===== config.mk =====
export PLATFORM = sky130hd
export DESIGN_NAME = data_cache
export DESIGN_NICKNAME = d
export VERILOG_FILES = /design/src/rtl/data_cache.sv
export SDC_FILE = /design/constraint.sdc
export NUM_CORES = 1
export LEC_CHECK = 0
export CORE_UTILIZATION = 50
export DETAILED_ROUTE_END_ITERATION = 12
export PLACE_DENSITY_LB_ADDON = 0.12
export RECOVER_POWER = 25
export SLEW_MARGIN = 20
export SYNTH_ARGS = -nofsm -noshare
export SYNTH_HDL_FRONTEND = slang
export SYNTH_SLANG_ARGS = --single-unit

===== constraint.sdc =====
create_clock -name clk -period 7.8 [get_ports clk]
set_input_delay 1.56 -clock clk [delete_from_list [all_inputs] [get_ports clk]]
set_output_delay 1.56 -clock clk [all_outputs]
set_load 0.02 [all_outputs]

===== src/rtl/data_cache.sv =====
// Direct-mapped, write-through, no-write-allocate data cache with one-word lines.
// Loads that hit complete with zero wait; misses and all stores go to backing memory.
module data_cache #(
   parameter int DW   = 32,
   parameter int AW   = 32,
   parameter int SETS = 16,
   parameter int CW   = 16
) (
   input  logic            clk,
   input  logic            rst,
   input  logic            req_i,
   input  logic            we_i,
   input  logic            byte_i,
   input  logic [AW-1:0]   addr_i,
   input  logic [DW-1:0]   wdata_i,
   input  logic            flush_i,
   output logic [DW-1:0]   rdata_o,
   output logic            stall_o,
   output logic            mem_req_o,
   output logic            mem_we_o,
   output logic [AW-1:0]   mem_addr_o,
   output logic [DW-1:0]   mem_wdata_o,
   output logic [DW/8-1:0] mem_be_o,
   input  logic [DW-1:0]   mem_rdata_i,
   input  logic            mem_ack_i,
   output logic [CW-1:0]   hit_cnt_o,
   output logic [CW-1:0]   miss_cnt_o
);

   localparam int NB = DW / 8;
   localparam int IW = $clog2(SETS);
   localparam int OW = $clog2(NB);
   localparam int TW = AW - OW - IW;

   typedef enum logic [1:0] {
      IDLE  = 2'd0,
      FILL  = 2'd1,
      WRITE = 2'd2
   } state_e;

   state_e          state_q;
   logic            prev_fill_q;
   logic [SETS-1:0] valid_q;
   logic [TW-1:0]   tag_q  [SETS];
   logic [DW-1:0]   data_q [SETS];
   logic [CW-1:0]   hit_cnt_q;
   logic [CW-1:0]   miss_cnt_q;
   logic [AW-1:0]   mem_addr_q;
   logic [DW-1:0]   mem_wdata_q;
   logic [NB-1:0]   mem_be_q;

   // CPU-side lookup, decoded straight from the request address
   logic [IW-1:0] req_idx;
   logic [TW-1:0] req_tag;
   logic [OW-1:0] req_off;
   logic          req_hit;
   logic [DW-1:0] req_line;
   logic [7:0]    req_byte;
   logic [NB-1:0] req_be;
   logic [DW-1:0] req_wdata;

   assign req_idx   = addr_i[OW+IW-1:OW];
   assign req_tag   = addr_i[AW-1:OW+IW];
   assign req_off   = addr_i[OW-1:0];
   assign req_hit   = valid_q[req_idx] && (tag_q[req_idx] == req_tag);
   assign req_line  = data_q[req_idx];
   assign req_byte  = req_line[{req_off, 3'b000} +: 8];
   assign req_be    = byte_i ? (NB'(1) << req_off) : {NB{1'b1}};
   assign req_wdata = byte_i ? {NB{wdata_i[7:0]}} : wdata_i;
   assign rdata_o   = byte_i ? DW'(req_byte) : req_line;

   // Memory-side line addressing uses the captured transaction address
   logic [IW-1:0] line_idx;
   logic [TW-1:0] line_tag;
   logic          line_hit;

   assign line_idx = mem_addr_q[OW+IW-1:OW];
   assign line_tag = mem_addr_q[AW-1:OW+IW];
   assign line_hit = valid_q[line_idx] && (tag_q[line_idx] == line_tag);

   assign mem_req_o   = (state_q != IDLE);
   assign mem_we_o    = (state_q == WRITE);
   assign mem_addr_o  = mem_addr_q;
   assign mem_wdata_o = mem_wdata_q;
   assign mem_be_o    = mem_be_q;
   assign hit_cnt_o   = hit_cnt_q;
   assign miss_cnt_o  = miss_cnt_q;

   always_comb begin
      // NOTE: default first so every path assigns stall_o and no latch is inferred.
      stall_o = 1'b0;
      unique case (state_q)
         IDLE:    stall_o = req_i && (we_i || !req_hit);
         FILL:    stall_o = 1'b1;
         WRITE:   stall_o = !mem_ack_i;
         default: stall_o = 1'b0;
      endcase
   end

   always_ff @(posedge clk) begin
      // NOTE: sequential state uses non-blocking assignments so every register sees pre-edge values.
      if (rst) begin
         state_q     <= IDLE;
         prev_fill_q <= 1'b0;
         valid_q     <= '0;
         hit_cnt_q   <= '0;
         miss_cnt_q  <= '0;
         mem_addr_q  <= '0;
         mem_wdata_q <= '0;
         mem_be_q    <= '0;
      end else begin
         prev_fill_q <= (state_q == FILL);
         unique case (state_q)
            IDLE: begin
               if (req_i) begin
                  mem_addr_q  <= {addr_i[AW-1:OW], {OW{1'b0}}};
                  mem_wdata_q <= req_wdata;
                  mem_be_q    <= we_i ? req_be : {NB{1'b1}};
                  if (we_i) begin
                     state_q <= WRITE;
                  end else if (!req_hit) begin
                     state_q <= FILL;
                     if (miss_cnt_q != {CW{1'b1}}) miss_cnt_q <= miss_cnt_q + CW'(1);
                  end else if (!prev_fill_q) begin
                     // the hit right after a fill is the retried miss, already counted
                     if (hit_cnt_q != {CW{1'b1}}) hit_cnt_q <= hit_cnt_q + CW'(1);
                  end
               end
            end
            FILL: begin
               if (mem_ack_i) begin
                  valid_q[line_idx] <= 1'b1;
                  state_q           <= IDLE;
               end
            end
            WRITE: begin
               if (mem_ack_i) state_q <= IDLE;
            end
            default: state_q <= IDLE;
         endcase
         if (flush_i) valid_q <= '0;
      end
   end

   // NOTE: tag and data arrays carry no reset; valid_q alone decides whether a line is usable.
   always_ff @(posedge clk) begin
      if (!rst && mem_ack_i) begin
         if (state_q == FILL) begin
            tag_q[line_idx]  <= line_tag;
            data_q[line_idx] <= mem_rdata_i;
         end else if (state_q == WRITE && line_hit) begin
            for (int b = 0; b < NB; b++) begin
               if (mem_be_q[b]) data_q[line_idx][8*b +: 8] <= mem_wdata_q[8*b +: 8];
            end
         end
      end
   end

endmodule


# --- Word-level counts from Yosys, hierarchy flattened ---
# Memories as Yosys holds them, arrays and structs flattened. A register that Yosys moved wholly into a read port is not among the register bits.
# Index checks and enable logic that the tools add are counted.
totals:
  wordCells: 98
  input_bits: 103
  mem_count: 2
  reg_bits: 117
  output_inout_bits: 135
  ramBits: 928
op_classes:
  order_cmp: 3
  eq_ne: 9
  addsub: 2
  n_mux: 45
  shift: 2
  reduce_logical: 19
  bitwise: 8
mem_list:
  columns: ["name", "depth", "word_bits", "read_ports", "rd_ports_with_merged_regs", "wr", "line", "text"]
  rows:
  - ["data_q", 16, 32, 1, 0, 1, "45", "logic [DW-1:0] data_q [SETS];"]
  - ["tag_q", 16, 26, 2, 1, 1, "44", "logic [TW-1:0] tag_q [SETS];"]
ops:
  columns: ["op", "n"]
  rows:
  - ["32-bit two-way mux", 2]
  - ["26-bit == test", 2]
  - ["16-bit by 1-bit adder with 16-bit output, second input constant", 2]
  - ["8-bit two-way mux", 4]
  - ["16-bit inequality test, second input constant", 2]
  - ["32-bit by 6-bit indexed part select with 8-bit output", 1]
  - ["1-bit two-way mux", 26]
  - ["4-bit two-way mux", 4]
  - ["16-bit bitwise OR", 1]
  - ["4-bit by 5-bit < comparator with 1-bit output, second input constant", 2]
  - ["1-bit binary-select mux with 4-bit select", 2]
  - ["2-bit two-way mux", 4]
  - ["1-bit logical AND", 6]
  - ["6-bit AND reduction", 1]
  - ["5-bit AND reduction", 1]
  - ["1-bit demux with 4-bit select", 1]
  - ["4-bit by 1-bit greater-or-equal comparator with 1-bit output, second input constant", 1]
  - ["1-bit bitwise OR", 4]
  - ["2-bit one-hot mux with 2 select lines", 1]
  - ["2-bit AND reduction", 2]
  - ["2-bit OR reduction", 2]
  - ["1-bit by 2-bit left shift with 4-bit output, first input constant", 1]
  - ["1-bit logical NOT", 3]
  - ["3-bit inequality test, second input constant", 1]
  - ["other kinds (10)", 12]

# --- Logic depth before layout (Yosys ltp) ---
# Gate-level depths: netlist of the first run.
logic_depth:
  depth_word: 9
  mapped_depth: 14
  mapped_depth_nobuf: 9

# --- Worst setup path after synthesis of the first run ---
# Ideal clock, no wire load.
synth_path:
  kind: "in2out"
  start: "in addr_i[2]"
  end: "out rdata_o[0]"
  arrival_time_ns: 4.795
  path_slack_ns: 1.445
  required_time_ns: 6.240
  n_path_buf: 7
  path_stages: 11
  cell_sequence: "buf_2 -> buf_4 -> buf_2 -> buf_2 -> buf_2 -> buf_2 -> buf_1 -> mux4_2 -> mux4_2 -> nor2_1 -> a21oi_1"
synth_between:
  elab_chain_len: 3
synth_rtl:
  columns: ["element", "line", "text"]
  rows:
  - ["from (decl)", "14", "input logic [AW-1:0] addr_i,"]
  - ["memory 16 x 32 bit (*)", null, null]
  - ["32-bit by 6-bit indexed part select with 8-bit output", "67", "assign req_byte = req_line[{req_off, 3'b000} +: 8];"]
  - ["32-bit two-way mux (*)", "70", "assign rdata_o = byte_i ? DW'(req_byte) : req_line;"]
  - ["to (decl)", "17", "output logic [DW-1:0] rdata_o,"]
# Mark *: on every way between the ends. The rest lies on a longest branch, timed or not.

# --- Worst setup path in the final report of the first run ---
layout_path:
  start: "in addr_i[5]"
  end: "out stall_o"
layout_between:
  elab_chain_len: 7
  word_cells_on_any_way: 9
  classes_between: "1 x eq/ne; 3 x mux; 4 x reduce/logical; 1 x memory"
layout_rtl:
  columns: ["element", "line", "text"]
  rows:
  - ["memory 16 x 26 bit / 1-bit binary-select mux with 4-bit select (equally long branches)", null, null]
  - ["26-bit == test / 1-bit two-way mux (equally long branches)", "65", "assign req_hit = valid_q[req_idx] && (tag_q[req_idx] == req_tag);"]
  - ["1-bit logical AND (*)", "65", null]
  - ["1-bit logical NOT (*)", null, null]
  - ["1-bit logical OR (*)", "93", "IDLE: stall_o = req_i && (we_i || !req_hit);"]
  - ["1-bit logical AND (*)", "93", null]
  - ["1-bit one-hot mux with 3 select lines (*)", "92", "unique case (state_q)"]
  - ["to (decl)", "18", "output logic stall_o,"]
# Mark *: on every way between the ends. The rest lies on a longest branch, timed or not. The select of a mux whose other input is x is not followed.

==> results of run 1 <==
## synth_stat cells, types with 9 or more instances
cell / instances
clkbuf_1: 81
and3_1: 9
o22ai_1: 28
nand4_1: 13
mux2i_1: 54
nor2_1: 172
edfxtp_1: 928
o21ai_0: 16
buf_2: 33
inv_1: 14
xor2_1: 32
mux2_1: 15
nand3_1: 27
mux2_4: 32
a21oi_1: 68
nand2_1: 147
a31oi_1: 13
dfxtp_1: 121
nand2b_1: 10
buf_1: 32
xnor2_1: 22
nor3_1: 21
buf_6: 10
nor2b_1: 74
mux4_2: 398
## worst min path at each step
stage | depth (start not counted) | end | from | slack [ns]
finish | 2 | mem_wdata_o[7]$_SDFFE_PP0P_ | mem_wdata_o[7]$_SDFFE_PP0P_ | 0.47
global route | 2 | mem_wdata_o[5]$_SDFFE_PP0P_ | mem_wdata_o[5]$_SDFFE_PP0P_ | 0.51
CTS | 2 | mem_wdata_o[2]$_SDFFE_PP0P_ | mem_wdata_o[2]$_SDFFE_PP0P_ | 0.48
detailed placement | 2 | mem_wdata_o[2]$_SDFFE_PP0P_ | mem_wdata_o[2]$_SDFFE_PP0P_ | 0.47
global placement | 2 | mem_wdata_o[3]$_SDFFE_PP0P_ | mem_wdata_o[3]$_SDFFE_PP0P_ | 0.46
floorplan | 2 | valid_q[2]$_SDFFE_PP0P_ | valid_q[2]$_SDFFE_PP0P_ | 0.45
## registers in the layout, indices dropped and copies added, names as in the netlist, 4 cells and up, named ones only
signal	cells
data_q	512
tag_q	416
mem_wdata_o	32
mem_addr_o	30
hit_cnt_o	16
miss_cnt_o	16
valid_q	16
mem_be_o	4
## per-layer routing
metal	global-route usage (%)	vias up	wire length, µm
li1	-	10500	-
met1	35.0	13300	47300
met2	45.2	1002	61800
met3	3.66	193	7610
met4	9.08	0	3770
met5	0	-	0
## cell usage in the layout (no fill, tap or decap), types with 6 or more instances in the layout
cell type and count:
nand3_1 27, xor2_1 32, mux2_1 15, a31oi_1 13, ha_1 6, bufinv_16 13, clkinv_2 24, and3_1 9
clkbuf_16 109, clkinvlp_4 13, clkbuf_8 14, edfxtp_1 928, nand2b_1 9, a22oi_1 6, clkinv_1 9, nor2_1 155
clkbuf_1 18, a41oi_1 6, a21oi_1 68, o21ai_0 16, mux2_4 32, mux2i_1 54, nor2b_1 74, nand4_1 13
mux4_2 398, nand2_1 146, dfxtp_1 118, o22ai_1 28, nor2_4 20, nor3_1 20, inv_1 14, xnor2_1 22
clkdlybuf4s50_1 203, dlygate4sd3_1 26, buf_4 48
## report_power, final
group | leakage (µW) | switching (µW) | total, µW | internal [µW]
combinational | 0.00569 | 573 | 1040 | 468
sequential | 0.00960 | 101 | 6260 | 6160
clock | 0.00179 | 2190 | 5320 | 3130
## worst max-delay path, cell delays in order
cell	delay, ns
buf_2	0.55
clkinv_2	0.60
mux4_2	0.66
xnor2_1	0.19
nand2_1	0.12
nor3_1	0.40
nand4_1	0.15
buf_4	0.21
nor3_2	0.47
a221oi_1	0.15
clkdlybuf4s50_1	0.60
## cell families (layout without fill, tap and decap cells)
family / after synthesis / count (layout) / share of synthesized area [%]
flip-flops: 1049 / 1049 / 66.7
AND/OR/NAND/NOR: 515 / 515 / 5.52
multiplexers: 501 / 501 / 22.4
buffers and inverters: 181 / 510 / 1.81
AO/OA/AOI/OAI: 171 / 171 / 2.31
XOR/XNOR: 54 / 54 / 1.04
adder cells (fa/ha/maj): 6 / 6 / 0.165
other: 1 / 2 / 0.00826
## metrics by stage
step                hold WS [ns]  worst slack [ns]  utilization [%]  instances  cell area [µm²]
floorplan                  0.448              1.44                -       2479            45400
global placement           0.460             0.465             54.5       3781            49100
detailed placement         0.466             0.446             54.5       3781            49100
CTS                        0.476             0.438             58.6       3984            52800
global route               0.508             0.425             58.6       3984            52800
finish                     0.474             0.536             58.6       3984            52800
## final cells by class
cell class	instances	area, µm²	area share (%)
Multi-Input combinational cell	1249	14400	27.3
Clock buffer	137	2970	5.64
Clock inverter	66	722	1.37
Inverter	17	65.1	0.123
Timing Repair Buffer	290	2800	5.31
Tap cell	1176	1470	2.79
Sequential cell	1049	30300	57.4
==> metrics.md, run 1 <==
| Metric | Value |
|---|---|
| Syn Inst Count | 2478 |
| Die width | approximately 300 µm |
| Synth Register Bits | roughly 1000 |
| Fmax | 138 MHz |
| Post-Syn Area | 45400 µm² |
| Core ar. | approximately 90000 µm² |
| Final estimated routing congestion in global placement | 0.819 |
| Clock Tree Buf Depth | 3 |
| Antenna violations before repair | 0 |
| Routed wire length | roughly 120000 µm |
| Violated checks | capacitance limit, slew limit |
| Num Clock Sinks | 1049 |
| Clock skew | 0.0305 ns |
| Std-Cell Rows | 110 |
| Worst Path Arrival | ~5.7 ns |
| Post-CTS setup buffer count | 0 |
| Synth top area share | between 60% and 70% |
| Synth warn | 0 |
| Post-DRT Antenna Nets | 0 |
| Total number of vias | about 25000 |
| Worst-case reg-to-reg path depth | 8 |
| Largest cells by area after synthesis | edfxtp_1 61%, mux4_2 20%, dfxtp_1 5.3% |
| Setup crit start kind | input port |
| Post-route setup TNS | 0 ns |
| RSZ-0062 raised after global routing | false |
| Worst skew pair latency | between 0.6 and 0.7 ns |
| Min cycle time layout | 7.26 ns |
| Crit path from | addr_i[5] |
| Port Buffer Count | 235 |
| Outcome | finished, violations left |
| IR drop worst, VDD | around 0.21 mV |
| Critical path destination | stall_o |
| # IOs | 238 |
| Final Max Tran Viols | ~160 |
| Setup violators final | 0 |
| Crit path kind | in -> out |
| Global-route wire length before repair | around 170000 µm |
| CP Capture Type | output port |
| Ant. Diodes | 0 |
| CTS tree | yes |
| Vias in the first global route | ~26000 |
| H-tree depth | 3 |
| Required @ worst endpoint | between 6 and 7 ns |
| Hold-fix buffer count after cts | 0 |
| Largest net degree at the start of global routing | between 80 and 90 |
| Layout cells sized above 1 | between 20% and 30% |
| Syn-to-layout area delta | 16.2% |
| DR WL/cell | ~30 µm |
| Worst-path clk slew | about 0.060 ns |
| Die H | slightly above 300 µm |
| Syn_area_per_cell | ~18 µm² |
| Fin nets | between 2000 and 3000 |
| Reg2Reg Setup Slack | 2.00 ns |
| Initial core utilization | 50.4% |
| Post-synth EDFFs | approximately 930 |
| Async set-or-reset flop fraction in the synthesized netlist | 0% |
| Worst reg2reg path endpoint | data_q[0][20]$_DFFE_PP_ |
| Final Hold Vio Count | 0 |
| Total track usage | 26.5% |
| Actual slew at the worst max-slew pin | between 3 and 4 ns |
| Clock buffer count from CTS | about 110 |
| GRT overflow | 0 |
| DRC | 0 |
| Initial drt markers | 2674 |
| Fill count | ~6700 |
| HPWL after DPL | between 70000 and 80000 µm |
| Seq/Total Area, Yosys | roughly two thirds |
| Tcrit/Tclk final | 93.1% |
| Total power | 12600 µW |
| Critical Path Fanout Max | 18 |
| Die area | between 90000 and 100000 µm² |
| Yosys top cell by area | edfxtp_1 |
| Root buffer cell | clkbuf_16 |
| Worst hold path type | reg -> reg |
| Vias/cell | 6.27 |
| Post-cts sizing count | 0 |
| Max capacitance violation total | 4 |
| Drt pass-1 iters | 7 |
| Most used DFF post-synth | edfxtp_1 |
| Yosys cell types | 70 |
| Power per cell area | ~240 nW/µm² |
| Slew HR | -167% |
| Pleak | ~0.017 µW |
(Power assumes the default switching activity.)
==> run 2, diff against run 1 <==
--- a/config.mk
+++ b/config.mk
@@ -9,7 +9,7 @@
 export DETAILED_ROUTE_END_ITERATION = 12
 export PLACE_DENSITY_LB_ADDON = 0.12
 export RECOVER_POWER = 25
-export SLEW_MARGIN = 20
+export SLEW_MARGIN = 40
 export SYNTH_ARGS = -nofsm -noshare
 export SYNTH_HDL_FRONTEND = slang
 export SYNTH_SLANG_ARGS = --single-unit
==> run 2 against run 1 <==
  * The run still ends with capacitance limit, slew limit left
  * Utilization grew 0.18 points
  * Clock-buffer cell count up 11
  * Largest power group unchanged
  * Sequential power is essentially flat
  * Sequential share of layout area is 0.17 points lower
  * Highest routed layer unchanged
  * Global-route usage barely moved
==> metrics.md, run 2 (synthesized netlist as in run 1, its figures left out) <==
| Metric | Value |
|---|---|
| Outcome | finished, violations left |
| Violated checks | capacitance limit, slew limit |
| Tcrit/Tclk final | 93.4% (+0.31 points) |
| Post-CTS setup buffer count | 0 (unchanged) |
| Core ar. | 90000 µm² (unchanged) |
| Top layer in use | met4 |
| Actual slew at the worst max-slew pin | 3.86 ns (-0.142 ns) |
| RSZ-0062 raised after global routing | false |
| Sw frac | 22.7% (+0.042 points) |
| CP max stage cell | mux4_2 |
| Die width | 303 µm (unchanged) |
| Final Max Tran Viols | 155 (unchanged) |
| Routed wire length | 121000 µm (about the same) |
| Initial core utilization | 50.4% (unchanged) |
| Die area | 92000 µm² (unchanged) |
| Layout cells sized above 1 | 26.7% (+1.2 points) |
| Setup crit start kind | input port |
| Setup violators final | 0 (unchanged) |
| Global-route wire length before repair | 173000 µm (-0.34%) |
| Total track usage | 26.4% (about the same) |
| Drt pass-1 iters | 5 (-2) |
| Fin nets | 2830 (+0.25%) |
| Std-Cell Rows | 110 (unchanged) |
| Worst hold path type | reg -> reg |
| Clock buffer count from CTS | 108 (+0.93%) |
| DRC | 0 (unchanged) |
| Max reg flops | 512 (unchanged) |
| Crit path kind | in -> out |
| Required @ worst endpoint | 6.24 ns (about the same) |
| Worst skew pair latency | 0.70 ns (about the same) |
| Worst-path clk slew | 0.06 ns (about the same) |
| # IOs | 238 (unchanged) |
| GRT overflow | 0 (unchanged) |
| Worst Path Arrival | 5.73 ns (+0.03 ns) |
| Post-DRT Antenna Nets | 0 (unchanged) |
| Worst path buffer plus inverter count | 4 (unchanged) |
| Met2 routed WL | 61600 µm (-0.34%) |
| Final estimated routing congestion in global placement | 0.819 (unchanged) |
| Die H | 303 µm (unchanged) |
| Fin cells | 3995 (+0.28%) |
| Reg2Reg Setup Slack | 2.36 ns (+0.36 ns) |
| Num Clock Sinks | 1049 (unchanged) |
| CP Capture Type | output port |
| Most frequent cells in the layout | 928 x edfxtp_1, 398 x mux4_2, 203 x clkdlybuf4s50_1 |
| DR WL/cell | 30.2 µm (-0.24%) |
| Min cycle time layout | 7.29 ns (+0.0244 ns) |
| Vias in the first global route | 25700 (-0.52%) |
| Root buffer cell | clkbuf_16 |
| Power Internal | 9720 µW (-0.39%) |
| Power per cell area | 238 nW/µm² (-0.63%) |
| Port Buffer Count | 235 (unchanged) |
| Antenna violations before repair | 0 (unchanged) |
| Total number of vias | 25000 (+0.048%) |
| Post-cts sizing count | 0 (unchanged) |
| Comb power frac | 8.4% (+0.2 points) |
| Pleak | 0.0171 µW (about the same) |
| Post-route setup TNS | 0 ns (unchanged) |
| Reg power frac | 49.7% (about the same) |
| Max capacitance violation total | 4 (unchanged) |
| WL met3 | 8660 µm (+14%) |
| Clock skew | 0.0247 ns (-0.00575 ns) |
| CP delay by family, top | buffers and inverters |
| Clock Tree Buf Depth | 3 (unchanged) |
| Fmax | 137 MHz (-0.33%) |
| HPWL after DPL | 75800 µm (+0.49%) |
| CTS tree | yes |
| Critical R2R Launch | state_q[0]$_SDFFE_PP0P_ |
| Routed length on met1 | 45800 µm (-3.1%) |
| IR drop worst, VDD | 0.198 mV (-5.8%) |
| Critical Path Fanout Max | 18 (unchanged) |
| Final Hold Vio Count | 0 (unchanged) |
| Largest net degree at the start of global routing | 85 (unchanged) |
| Hold-fix buffer count after cts | 0 (unchanged) |
| Crit path cell chain | buf_2 -> clkinv_2 -> mux4_2 -> xnor2_1 -> nand2_1 -> nor3_1 -> nand4_1 -> buf_4 -> nor3_2 -> a221oi_1 -> clkdlybuf4s50_1 |
| Crit path from | addr_i[5] |
| Syn-to-layout area delta | 16.5% |
| Most common cell after layout, fill and taps aside | edfxtp_1 |
| Clock power frac | 41.9% (-0.2 points) |
| CP peak stage delay | 0.67 ns (about the same) |
| Placed insts | 3786 (+0.13%) |
| Hold Path Origin | mem_wdata_o[2]$_SDFFE_PP0P_ |
| Vias/cell | 6.26 (-0.23%) |
| Slew HR | -157% (+9.5 points) |
| H-tree depth | 3 (unchanged) |
| Switching power | 2860 µW (-0.15%) |
| Top reg by flops | data_q |
| Initial drt markers | 2545 (-4.8%) |
run 2: path summary, 6_finish.rpt:
kind,to,cells after the start
worst min-delay path,mem_wdata_o[2]$_SDFFE_PP0P_,2
worst max-delay path,stall_o,11
worst min register to register,mem_wdata_o[2]$_SDFFE_PP0P_,2
worst max register to register,mem_addr_o[5]$_SDFFE_PP0P_,6
run 2: per-layer routing:
layer  up-vias  track usage [%]
met5         -                0
met4         0             9.93
met3       208             4.38
met2      1137             45.0
met1     13100             34.3
li1      10600                -
run 2: layout make-up:
type                       count  area [µm²]
multi-input combinational   1249       14600
sequential                  1049       30300
clock inverter                58         676
fill                        6635       37100
inverter                      17        65.1
antenna                        2        5.00
timing repair buffer         296        2880
clock buffer                 148        2950
tap                         1176        1470
run 2: power by group through the flow:
| stage | clock (µW) | combinational (µW) | sequential, µW |
|---|---|---|---|
| detailed placement | 0 | 1060 | 6370 |
| CTS | 5340 | 1070 | 6260 |
| global placement | 0 | 1040 | 6380 |
| finish | 5270 | 1060 | 6250 |
| floorplan | 0 | 633 | 6360 |
| global route | 5540 | 1120 | 6260 |
run 2: worst register-to-register path: stages, from the launching register on:
cell	delay, ns
dfxtp_1	0.33
inv_1	0.13
ha_1	0.24
and2_0	1.17
clkbuf_1	2.80
nand2_1	0.36
a21oi_1	0.29
run 2: metrics by stage:
stage                     total power (µW)  utilization (%)  worst slack [ns]  hold WS [ns]  instance area, µm²
after floorplan                       7000                -              1.44         0.448               45400
after global placement                7410             54.5             0.465         0.460               49100
after detailed placement              7440             54.7             0.390         0.469               49200
after CTS                            12700             58.7             0.385         0.478               52900
after global routing                 12900             58.8             0.343         0.513               52900
final                                12600             58.8             0.512         0.478               52900
==> run 3, diff against run 2 <==
--- a/config.mk
+++ b/config.mk
@@ -9,7 +9,7 @@
 export DETAILED_ROUTE_END_ITERATION = 12
 export PLACE_DENSITY_LB_ADDON = 0.12
 export RECOVER_POWER = 25
-export SLEW_MARGIN = 40
+export SLEW_MARGIN = 20
 export SYNTH_ARGS = -nofsm -noshare
 export SYNTH_HDL_FRONTEND = slang
 export SYNTH_SLANG_ARGS = --single-unit
==> results of run 3 <==
Final layout, timing and power as in run 1 (identical DEF).
